--- config.mk ---
export PLATFORM = sky130hd
export DESIGN_NAME = instruction_fetch
export DESIGN_NICKNAME = d
export VERILOG_FILES = /design/src/rtl/instruction_fetch.sv
export SDC_FILE = /design/constraint.sdc
export NUM_CORES = 1
export LEC_CHECK = 0
export CORE_MARGIN = 3
export CORE_UTILIZATION = 39
export CTS_BUF_LIST = sky130_fd_sc_hd__clkbuf_2 sky130_fd_sc_hd__clkbuf_4 sky130_fd_sc_hd__clkbuf_8
export DETAILED_ROUTE_END_ITERATION = 12
export HOLD_SLACK_MARGIN = 0.08
export PLACE_DENSITY = 0.72
export REMOVE_ABC_BUFFERS = 1
export SYNTH_ARGS = -nofsm -noshare
export SYNTH_HDL_FRONTEND = slang
export SYNTH_SLANG_ARGS = --single-unit
--- constraint.sdc ---
create_clock -name CLK -period 8.42 [get_ports CLK]
set_input_delay 1.263 -clock CLK [delete_from_list [all_inputs] [get_ports CLK]]
set_output_delay 1.263 -clock CLK [all_outputs]
set_load 0.1 [all_outputs]
--- src/rtl/instruction_fetch.sv ---
// Instruction fetch stage: PC/IR holder with a variable-latency ready handshake (FETCH -> EXEC -> FETCH/HALT).
// Optional fetch watchdog enabled by defining FETCH_TIMEOUT_EN.
module instruction_fetch #(
  parameter logic [31:0] PC_RESET       = 32'h0000_0000,
  parameter int unsigned TIMEOUT_CYCLES = 255
) (
  input  logic        CLK,
  input  logic        Reset,
  input  logic        PCWre,
  input  logic        PCSrc,
  input  logic [31:0] imm_ext,
  output logic        ins_req,
  output logic [31:0] ins_addr,
  input  logic        ins_ready,
  input  logic [31:0] ins_rdata,
  output logic        ins_valid,
  output logic [5:0]  op,
  output logic [4:0]  rs,
  output logic [4:0]  rt,
  output logic [4:0]  rd,
  output logic [15:0] imm16,
  output logic [31:0] pc,
  output logic [31:0] pc_plus4,
  output logic        halted,
  output logic        fetch_err
);

  typedef enum logic [1:0] {FETCH, EXEC, HALT} state_e;

  localparam logic [31:0] PC_INIT = {PC_RESET[31:2], 2'b00};
  localparam logic [31:0] IR_HALT = 32'hFC00_0000;

  state_e      state_q, state_d;
  logic [31:0] pc_q, pc_d;
  logic [31:0] pc4_q, pc4_d;
  logic [31:0] ir_q, ir_d;

`ifdef FETCH_TIMEOUT_EN
  localparam int unsigned   CW       = $clog2(TIMEOUT_CYCLES + 1);
  localparam logic [CW-1:0] CNT_LAST = CW'(TIMEOUT_CYCLES - 1);

  logic [CW-1:0] cnt_q, cnt_d;
  logic          err_q, err_d;
`endif

  always_comb begin
    state_d = state_q;
    pc_d    = pc_q;
    pc4_d   = pc4_q;
    ir_d    = ir_q;
`ifdef FETCH_TIMEOUT_EN
    cnt_d   = cnt_q;
    err_d   = err_q;
`endif
    unique case (state_q)
      FETCH: begin
        if (ins_ready) begin
          ir_d    = ins_rdata;
          state_d = EXEC;
        end
`ifdef FETCH_TIMEOUT_EN
        // The last waiting cycle ends the fetch unless ready arrives in it.
        else if (cnt_q == CNT_LAST) begin
          state_d = HALT;
          err_d   = 1'b1;
        end else begin
          cnt_d = cnt_q + CW'(1);
        end
`endif
      end
      EXEC: begin
        ir_d = IR_HALT;
        if (!PCWre) begin
          state_d = HALT;
        end else begin
          pc_d    = PCSrc ? (pc4_q + (imm_ext << 2)) : pc4_q;
          pc4_d   = pc_d + 32'd4;
          state_d = FETCH;
`ifdef FETCH_TIMEOUT_EN
          cnt_d   = '0;
`endif
        end
      end
      default: ;
    endcase
  end

  always_ff @(posedge CLK or posedge Reset) begin
    if (Reset) begin
      state_q <= FETCH;
      pc_q    <= PC_INIT;
      pc4_q   <= PC_INIT + 32'd4;
      ir_q    <= IR_HALT;
`ifdef FETCH_TIMEOUT_EN
      cnt_q   <= '0;
      err_q   <= 1'b0;
`endif
    end else begin
      state_q <= state_d;
      pc_q    <= pc_d;
      pc4_q   <= pc4_d;
      ir_q    <= ir_d;
`ifdef FETCH_TIMEOUT_EN
      cnt_q   <= cnt_d;
      err_q   <= err_d;
`endif
    end
  end

  // Request is gated by the raw reset so it drops in the same cycle reset is raised.
  assign ins_req   = (state_q == FETCH) && !Reset;
  assign ins_addr  = pc_q;
  assign ins_valid = (state_q == EXEC);
  assign halted    = (state_q == HALT);
  assign pc        = pc_q;
  assign pc_plus4  = pc4_q;
  assign op        = ir_q[31:26];
  assign rs        = ir_q[25:21];
  assign rt        = ir_q[20:16];
  assign rd        = ir_q[15:11];
  assign imm16     = ir_q[15:0];

`ifdef FETCH_TIMEOUT_EN
  assign fetch_err = err_q;
`else
  assign fetch_err = 1'b0;
`endif

endmodule
==> results.cfg <==
[yosys]
synth_edf_count = 0
synth_top_area_frac = 0.332
syn_area_um2 = 6560
yosysSeqAreaShare = 0.360
avgSynthCellArea_um2 = 9.04
ys_types = 80
synthArstFlopShare = 1.00
synth_seq_cells = 94
ys.flop_type = dfrtp_1
synthCells = 726
yosys_warnings = 0
synthTopCellsByArea = dfrtp_1, nand2_1, ha_1
synth_top_area_cell = dfrtp_1

[grt]
grt_pass1_wl_mm = 28.6
antenna_found_initial = 0
grt_pass1_vias = 5503
grt_max_degree = 104
gr-total-overflow = 0
grt_util_all_layers = 0.193

[timing]
slew_viol_final = 0
period_needed_ns = 5.02
setup_tns_ns = 0
min_period_over_period = 0.596
setup_violations = 0
relSlewSlack = 0.310
hold_viol_final = 0
tightest_slew_ns = 1.03
clock_skew_ns = 0.0235
timing.fmax_mhz = 199
grt_setup_unrepaired = no

[route]
viasPerCell = 5.28
route.detailed.drc = 0
ant_nets = 0
met1_length_mm = 7.85
met3_length_mm = 1.58
wl_met2_mm = 8.01
wl_per_cell_um = 16.3
vias = 5720
top_layer = met4
drt_wl_total_mm = 17.6
drt_iter0_drc = 257
dr.pass1.iters = 4

[finish]
final_common_cell = clkdlybuf4s50_1
final_cells = 1083
drive_gt1_frac = 0.0681
n_antenna_cell = 0
area_delta_synth_final_pct = 30.7
nNetsFinal = 962
fillers = 1510
final_cell_mix = clkdlybuf4s50_1, nand2_1, dfrtp_1, o21ai_0, nor2_1

[setup_path]
worstPathCellList = clkdlybuf4s50_1 -> ha_1 -> fa_1 -> xor2_1 -> mux2i_1 -> nor3_2 -> nand2b_1 -> or4_4 -> nand4b_4 -> nor4_4 -> nand4_2 -> o31a_1 -> o31ai_1
worstPathArrival_ns = 5.31
worstPathRequired_ns = 8.71
critical_path_class = input port to flop
cpMaxStageDelayCell = or4_4
cp-end-kind = flop
start_kind = input port
crit_fanout = 5
max_stage_delay_ns = 0.61

[floorplan]
row_count = 46
core_region_area_um2 = 16200
start_util = 0.406
die_w_um = 136
pin_count = 206
die_area_um2 = 18400
die_height_um = 136

[job]
maxCapViolCount = 0

[clocking]
cts-root-buf = clkbuf_8
cts_resized = 0
cts_tree = yes
clk_pin_slew_worst_paths_ns = 0.11
h-tree-depth = 3
clock_sinks = 94
cts_inserted_buffers = 9
clock_path_buffers = 2
clk_latency_ns = 0.41
post_cts_buffers = 0
cts_hold_buffers = 0

[placed_design]
hpwl_mm = 13.2
dp_cells = 1067
globalplace.congestion = 0.853
numPortBuffers = 196

[outcome]
run_status = finished clean

[hold_path]
hp-class = flop to flop
-- layer usage --
metal  global-route usage  vias to the layer above
li1                     -                     2866
met2                0.312                      185
met5                    0                        -
met3               0.0691                       11
met1                0.252                     2658
met4               0.0330                        0
-- cell type report --
cell class,instances,area [um2],area share
multi-input cells,547,3720,0.434
flip-flops and latches,94,2360,0.275
repair buffers,199,1980,0.231
well taps,216,270,0.0315
clock buffers,9,124,0.0145
clock inverters,7,75.1,0.00876
inverters,11,43.8,0.00511
-- synthesized netlist by cell type (all sizes together), types with 11 or more instances --
cell type  instances
nand2            110
clkbuf            28
mux2i             17
buf               52
a22o              28
xor2              18
xnor2             21
inv               11
nor2              32
nand4             11
o21ai             64
a21oi             33
a21o              11
ha                30
nor3              13
dfrtp             87
nand3             11
-- per-stage QoR --
| stage | worst slack, ns | hold slack (ns) | utilization | cell area (um2) |
|---|---|---|---|---|
| final | 3.40 | 0.494 | 0.530 | 8570 |
| after global routing | 3.21 | 0.530 | 0.530 | 8570 |
| after CTS | 3.42 | 0.493 | 0.530 | 8570 |
| after detailed placement | 3.00 | 0.475 | 0.518 | 8370 |
| after global placement | 3.10 | 0.475 | 0.518 | 8370 |
| after floorplan | 3.87 | 0.533 | - | 6110 |
-- registers in the layout (all words and copies together), names as in the netlist --
name and cells:
ins_addr 30, pc_plus4 30, ir_q 32, state_q 2
-- cell families after synthesis --
family                   Yosys count  synth area share
adder cells (fa/ha/maj)           31            0.0603
flip-flops                        94             0.360
buffers and inverters             91            0.0778
multiplexers                      21            0.0328
XOR/XNOR                          39            0.0521
AO/OA/AOI/OAI                    212             0.231
other                              1          0.000572
AND/OR/NAND/NOR                  237             0.186
-- worst max-delay path, delay by kind of cell --
kind / cells / cell delay, ns
adders and majority gates: 2 / 0.68
and+or+nand+nor: 6 / 2.04
muxes: 1 / 0.19
AOI/OAI and AO/OA: 2 / 0.54
buffers and inverters: 1 / 0.42
xor gates and xnor gates: 1 / 0.18
-- final timing paths --
check	startpoint	cells past startpoint	endpoint	slack, ns
min reg2reg	pc_plus4[2]	2	pc_plus4[2]	0.49
min in group asynchronous	Reset	2	ir_q[8]	1.25
max in group asynchronous	Reset	3	pc_plus4[13]	6.00
max	imm_ext[0]	13	pc_plus4[31]	3.40
min	pc_plus4[2]	2	pc_plus4[2]	0.49
max reg2reg	pc_plus4[2]	12	pc_plus4[31]	4.31
Power is not shown: default switching activity piles up to over one toggle a cycle in this logic, so the estimate is an artifact.
